<file path="src/rtl/mem_pkg.sv">
// Shared types and constants for param_memory and its read pipeline.
package mem_pkg;

    typedef enum logic {
        ST_INIT  = 1'b0,
        ST_READY = 1'b1
    } mem_state_e;

    localparam logic READ         = 1'b1;
    localparam logic WRITE        = 1'b0;
    localparam int   MAX_READ_LAT = 4;

endpackage

</file>
<file path="src/rtl/mem_read_pipe.sv">
// Valid/data shift pipeline for read responses; only the valid bits are reset,
// and each data stage loads only when a valid word arrives, so the last stage holds.
module mem_read_pipe #(
    parameter int DATA_W   = 8,
    parameter int READ_LAT = 1
) (
    input  logic              CLK,
    input  logic              RST,
    input  logic              in_valid,
    input  logic [DATA_W-1:0] in_data,
    output logic              out_valid,
    output logic [DATA_W-1:0] out_data
);

    logic [READ_LAT-1:0] vld;
    logic [DATA_W-1:0]   dat [READ_LAT];

    always_ff @(posedge CLK) begin
        if (RST) begin
            vld <= '0;
        end else begin
            vld[0] <= in_valid;
            for (int i = 1; i < READ_LAT; i++) begin
                vld[i] <= vld[i-1];
            end
        end
    end

    always_ff @(posedge CLK) begin
        if (in_valid) begin
            dat[0] <= in_data;
        end
        for (int i = 1; i < READ_LAT; i++) begin
            if (vld[i-1]) begin
                dat[i] <= dat[i-1];
            end
        end
    end

    assign out_valid = vld[READ_LAT-1];
    assign out_data  = dat[READ_LAT-1];

endmodule

</file>
<file path="src/rtl/param_memory.sv">
// DATA_W x 2**ADDR_W RAM with valid/ready requests, pipelined reads and a zeroing sweep after reset.
// Define MEM_BUS_OUT_EN to add the tri-state uniBus mirror of rsp_rdata.
//
// state    | meaning
// ST_INIT  | clearing mem[ptr] each cycle, requests refused
// ST_READY | sweep done, one request accepted per cycle
module param_memory
    import mem_pkg::*;
#(
    parameter int DATA_W   = 8,
    parameter int ADDR_W   = 8,
    parameter int READ_LAT = 1
) (
    input  logic              CLK,
    input  logic              RST,
    input  logic              req_valid,
    output logic              req_ready,
    input  logic              req_rw,
    input  logic [ADDR_W-1:0] req_addr,
    input  logic [DATA_W-1:0] req_wdata,
    output logic              rsp_valid,
    output logic [DATA_W-1:0] rsp_rdata,
    output logic              init_done
`ifdef MEM_BUS_OUT_EN
    ,
    inout  wire  [DATA_W-1:0] uniBus
`endif
);

    if (READ_LAT < 1 || READ_LAT > MAX_READ_LAT) begin : g_lat_check
        $error("param_memory: READ_LAT must be within 1..MAX_READ_LAT");
    end

    localparam logic [ADDR_W-1:0] PTR_LAST = {ADDR_W{1'b1}};

    mem_state_e        state;
    logic [ADDR_W-1:0] ptr;
    logic              rsp_seen;

    logic [DATA_W-1:0] mem [2**ADDR_W];
    logic              we;
    logic [ADDR_W-1:0] waddr;
    logic [DATA_W-1:0] wdata;
    logic              accept;
    logic              pipe_valid;
    logic [DATA_W-1:0] pipe_data;

    assign accept = req_valid && req_ready;

    always_comb begin
        we    = 1'b0;
        waddr = req_addr;
        wdata = req_wdata;
        if (!RST) begin
            if (state == ST_INIT) begin
                we    = 1'b1;
                waddr = ptr;
                wdata = '0;
            end else if (accept && req_rw == WRITE) begin
                we = 1'b1;
            end
        end
    end

    always_ff @(posedge CLK) begin
        if (we) begin
            mem[waddr] <= wdata;
        end
    end

    always_ff @(posedge CLK) begin
        if (RST) begin
            state     <= ST_INIT;
            ptr       <= '0;
            req_ready <= 1'b0;
            init_done <= 1'b0;
            rsp_seen  <= 1'b0;
        end else begin
            case (state)
                ST_INIT: begin
                    if (ptr == PTR_LAST) begin
                        state     <= ST_READY;
                        req_ready <= 1'b1;
                        init_done <= 1'b1;
                    end else begin
                        ptr <= ptr + 1'b1;
                    end
                end
                ST_READY: ;
                default: state <= ST_INIT;
            endcase
            if (pipe_valid) begin
                rsp_seen <= 1'b1;
            end
        end
    end

    mem_read_pipe #(
        .DATA_W   (DATA_W),
        .READ_LAT (READ_LAT)
    ) u_read_pipe (
        .CLK       (CLK),
        .RST       (RST),
        .in_valid  (accept && req_rw == READ && !RST),
        .in_data   (mem[req_addr]),
        .out_valid (pipe_valid),
        .out_data  (pipe_data)
    );

    // Pipeline data is not reset; mask it to zero until the first response after reset.
    assign rsp_valid = pipe_valid;
    assign rsp_rdata = (pipe_valid || rsp_seen) ? pipe_data : '0;

`ifdef MEM_BUS_OUT_EN
    assign uniBus = rsp_valid ? rsp_rdata : {DATA_W{1'bz}};
`endif

endmodule

</file>
<file path="config.mk">
export PLATFORM = sky130hd
export DESIGN_NAME = param_memory
export DESIGN_NICKNAME = d
export VERILOG_FILES = /design/src/rtl/mem_pkg.sv /design/src/rtl/mem_read_pipe.sv /design/src/rtl/param_memory.sv
export SDC_FILE = /design/constraint.sdc
export NUM_CORES = 2
export LEC_CHECK = 0
export CAP_MARGIN = 20
export CORE_UTILIZATION = 57
export DETAILED_ROUTE_END_ITERATION = 10
export DONT_BUFFER_PORTS = 1
export PLACE_DENSITY = 0.75
export SYNTH_ARGS = -nofsm -noshare
export SYNTH_HDL_FRONTEND = slang
export SYNTH_SLANG_ARGS = --single-unit
</file>
<file path="constraint.sdc">
create_clock -name CLK -period 6 [get_ports CLK]
set_input_delay 1.5 -clock CLK [delete_from_list [all_inputs] [get_ports CLK]]
set_output_delay 1.5 -clock CLK [all_outputs]
set_load 0.005 [all_outputs]
</file>
======== Word level (Yosys, flattened, before mapping) ========
Memories as Yosys holds them, arrays and structs flattened.
Cells that the tools add are included.
operators by class
  add/sub/neg operators ................... 1
  $mul .................................... 0
  divide/modulo/power cells ............... 0
  $lt $le $gt $ge ......................... 0
  eq/ne operators ......................... 1
  shift-type cells ........................ 0
  muxes and demuxes ....................... 14
  bitwise logic cells ..................... 3
  reductions and logical operators ........ 8
operator list
  kind                   number
  $mux W8                5
  $mux W1                9
  $add A8 B1 Y8 const B  1
  $eq A8 B8 Y1 const B   1
  $logic_and A1 B1 Y1    4
  $reduce_and A2 Y1      2
  $not A1 Y1             3
  $logic_not A1 Y1       1
  $logic_or A1 B1 Y1     1
word-level totals
  register bits ........................... 12
  latch bits .............................. 0
  memory bits (writable) .................. 2,056
  bits in read-only memories .............. 0
  input port bits ......................... 20
  output and inout bits ................... 11
  word-level logic and storage cells ...... 34
  memories ................................ 2
memory list
  name             depth  bits a word  read ports  clocked after Yosys merged registers in  write ports  RTL line             source
  mem              256    8            1           0                                        1            param_memory.sv:40   logic [DATA_W-1:0] mem [2**ADDR_W];
  u_read_pipe.dat  1      8            1           0                                        1            mem_read_pipe.sv:16  logic [DATA_W-1:0] dat [READ_LAT];

======== Longest topological paths before layout ========
  depth after elaboration ................. 7
  gate-level depth with buffers ........... 12
  gate-level depth less buffers ........... 7

======== By module ========
A second synthesis with hierarchy kept.
unflattened totals
  cells, all modules ...................... 3,882
  area, all modules ....................... 80,493.4 um^2
modules (own cells, without submodules)
  module         instances  cells each  area each (um^2)  seq. area each (um^2)
  param_memory   1          3,872       80,219.4          61,719.2
  mem_read_pipe  1          10          274.0             260.2

======== Worst setup path before layout ========
Ideal clock, no wire load.
  path type ............................... in2reg
  start ................................... in RST
  end ..................................... mem mem[0][0] (data pin)
  library setup time ...................... 869 ps
  arrival time ............................ 5,408 ps
  required time ........................... 5,131 ps
  setup slack ............................. -277 ps
  stages on the path ...................... 4
  path buffers ............................ 2
  cell sequence ........................... or2_2 > clkbuf_1 > clkbuf_1 > and2_1
on the way
  longest elaborated chain between the ends .. 1
ends and longest elaborated chain
  item                RTL line            source
  start: declaration  param_memory.sv:15  input logic RST,
  $mux W8             param_memory.sv:54  if (!RST) begin
  via wdata[0]        param_memory.sv:43  logic [DATA_W-1:0] wdata;
  end: declaration    param_memory.sv:40
The timed path passes the listed nets, and every way through them passes these cells.

======== Final worst setup path ========
  start ................................... in req_addr[1]
  end ..................................... mem u_read_pipe.dat[0][7] (data pin)
on the way
  longest elaborated chain between the ends .. 1
ends and longest elaborated chain
  item                        RTL line             source
  start: declaration          param_memory.sv:19   input logic [ADDR_W-1:0] req_addr,
  $mem_v2 Z256 W8             -
  via u_read_pipe.in_data[7]  mem_read_pipe.sv:10  input logic [DATA_W-1:0] in_data,
  end: declaration            mem_read_pipe.sv:16
The timed path passes the listed nets, and every way through them passes these cells.

==> flow_summary.toml <==
[timing]
worst_pin_slew_ps = 1710
post-route-period-util_pct = 86.6
hold_ws_ps = 544
fin_crit_ps = 5200
fmax_mhz = 192
setup_viol = 0
worst_slew_margin_rel_pct = -14.0
setup-tns-final_ps = 0
setup_ws_ps = 802
slew_violations = 292
clock_skew_ps = 35.2
rsz0062_at_grt = "false"
finalHoldViolations = 0

[clock_network]
cts.sinks = 2068
htreeDepth = 4
ctsResizeCount = 0
postCtsSetupRepairBufs = 0
clockBufferDepth = 3
numCtsBuffers = 192
clockRootBuffer = "clkbuf_16"
insertion_delay_ps = 820
hold_buffers = 0
clk_pin_slew_worst_paths_ps = 60
cts_tree = "built"

[route]
drc = 0
wl_mm = 189
dr.pass1.iters = 6
ant_nets = 0
num_vias = 39400
wire_per_inst_um = 32.2
vias_per_cell = 6.70
first_iter_violations = 5536

[critical_path]
cp_top_family = "compound AO/OA/AOI/OAI gates"
end_kind = "flip-flop"
cp_num_cells = 6
crit_top_cell = "o22ai_1"
critPathSlowestCell = "nand2b_2"
r2r_slack_ps = 2290
critPathRequiredTime_ps = 6490
crit_fanout = 474
r2r_cells = 5
rr_startpoint = "state$_SDFF_PP0_"
cp-start-kind = "primary input"
cp-endpoint = "u_read_pipe.dat[0][7]$_DFFE_PP_"
worstSetupPathType = "primary input to flip-flop"
arrival_ps = 5690
startpoint = "req_addr[1]"
path_buf_inv = 0
r2r-end = "mem[95][5]$_DFFE_PP_"
max_stage_delay_ps = 1180
worstPathCellList = "nand2b_2, o221ai_1, o22ai_1, a211oi_1, o22ai_1, a311oi_1"

[synth]
yosysUniqueCellTypes = 73
synth-edff-count = 2056
synth_area_leaders = "edfxtp_1 76%, mux4_2 11%, mux4_1 1.9%, mux2i_1 1.5%, nor2_1 1.3%"
ys.flop_type = "edfxtp_1"
synth_seq_area_share_pct = 76.6
ys_seq_elements = 2068
synth_fp_nets = 3827
yosysWarnings = 0
synth.top_cell.area_share_pct = 76.3
synthArstFlopShare_pct = 0
syn-cell-area_um2 = 80900
yosysTopAreaCell = "edfxtp_1"
avgSynthCellArea_um2 = 21.3
netlist_instances = 3806

[layout]
final_common_cell = "edfxtp_1"
syn2layout_area_growth_pct = 9.18
fill_cells = 9105
finalNonFillerCells = 5874
mostFrequentLayoutCells = "2056 x edfxtp_1, 409 x mux4_2, 286 x nor2_1, 195 x clkbuf_16, 123 x mux2i_1"
drive_gt1_share_pct = 19.8
utilization_pct = 63.0
final_nets = 3851
multi_input_area_um2 = 17300
seq_area_um2 = 62000

[floorplan]
initial_utilization_pct = 57.7
die_w_um = 379
design.die.area_um2 = 143000
die_h_um = 379
fp.coreArea_um2 = 140000
rows = 137
io_pins = 31

[grt]
grt_pass1_wl_mm = 273
grt_max_degree = 552
grt_pass1_vias = 38900
grt_overflow = 0
grt_usage_pct = 26.7
grt_antenna_before_repair = 8

[placed_design]
hpwl_mm = 108
dp.cells = 5512
post-place-ws_ps = 997
globalplace.congestion = 0.949
port_buffers = 0

[outcome]
status = "finished with violations"
failed_checks = "max-slew violations"

[power]
power_density_nw_per_um2 = 328
power_leakage_nw = 27.6
ir_drop_mv = 0.299

[worst_hold_path]
hp-class = "flip-flop to flip-flop"

[flow_run]
cap_violations = 0
==> cell families after synthesis <==
family	after synthesis	share of synthesized area, %
flip-flops	2068	76.6
multiplexers	606	15.0
AND/OR/NAND/NOR	493	2.66
AO/OA/AOI/OAI	393	3.54
buffers and inverters	238	2.13
XOR/XNOR	7	0.0758
adder cells (fa/ha/maj)	1	0.0155
==> sequential cells by signal, summed over array words and instances (netlist names) <==
name	cells
rsp_seen	1
mem	2048
u_read_pipe.out_valid	1
init_done	1
state	1
ptr	8
u_read_pipe.dat	8
==> synth_stat cells (all sizes together), types with 3 or more instances <==
| library cell | number |
|---|---|
| o31a | 9 |
| a211o | 10 |
| nand3b | 12 |
| a21o | 4 |
| o22ai | 40 |
| o221ai | 37 |
| o31ai | 5 |
| nand2 | 92 |
| a32oi | 3 |
| xor2 | 5 |
| mux2 | 17 |
| inv | 4 |
| and4b | 4 |
| and3 | 3 |
| nor3 | 8 |
| a311oi | 4 |
| edfxtp | 2056 |
| nor2b | 14 |
| o41ai | 5 |
| o211ai | 5 |
| o21ai | 35 |
| mux4 | 466 |
| a22o | 37 |
| a211oi | 20 |
| mux2i | 123 |
| a22oi | 78 |
| nand2b | 8 |
| nand3 | 27 |
| a21oi | 60 |
| nor4 | 4 |
| a221oi | 26 |
| dfxtp | 12 |
| nor2 | 290 |
| and2 | 14 |
| clkbuf | 84 |
| a2bb2oi | 3 |
| nand4 | 4 |
| buf | 150 |
==> how the worst min path moves through the flow <==
stage | cells past startpoint | to | from | slack, ps
floorplan | 2 | init_done$_SDFFE_PP0P_ | init_done$_SDFFE_PP0P_ | 480
global placement | 2 | init_done$_SDFFE_PP0P_ | init_done$_SDFFE_PP0P_ | 510
detailed placement | 2 | init_done$_SDFFE_PP0P_ | init_done$_SDFFE_PP0P_ | 520
CTS | 2 | init_done$_SDFFE_PP0P_ | init_done$_SDFFE_PP0P_ | 550
global route | 2 | init_done$_SDFFE_PP0P_ | init_done$_SDFFE_PP0P_ | 590
finish | 2 | init_done$_SDFFE_PP0P_ | init_done$_SDFFE_PP0P_ | 540
==> layer usage <==
layer	part of all wire, %	GRT usage, %	wire, um
met2	47	40.4	88100
met4	4.2	10.7	7990
met1	38	38.0	71600
met5	0.037	0.172	69
met3	11	6.43	21200
==> worst register-to-register path: stages, from the launching register on <==
cell and delay (ps):
dfxtp_1 350, or2_2 510, o21ai_1 500, nand3_1 860
buf_4 530, nor2_1 590
==> power breakdown <==
group / total, mW / internal (mW) / switching (mW) / leakage (nW)
registers: 15.9 / 15.9 / 0.00853 / 18.9
logic: 1.21 / 0.478 / 0.733 / 5.77
clock network: 11.8 / 6.64 / 5.18 / 2.99
==> metrics by stage <==
step           power (mW)  instance area, um2
6_report             29.0               88300
5_1_grt              29.6               88300
4_1_cts              29.0               88300
3_5_place_dp         17.4               82300
3_3_place_gp         17.4               82200
2_1_floorplan        17.2               80900
==> layout make-up <==
class / count / share of cell area [%]
antenna: 3 / 0.00850
clock buffer: 243 / 5.75
clock inverter: 116 / 1.14
inverter: 4 / 0.0170
multi-input combinational: 1500 / 19.6
sequential: 2068 / 70.2
tap: 1876 / 2.66
timing repair buffer: 64 / 0.717
Note: power is estimated with default switching activity, not from simulation.
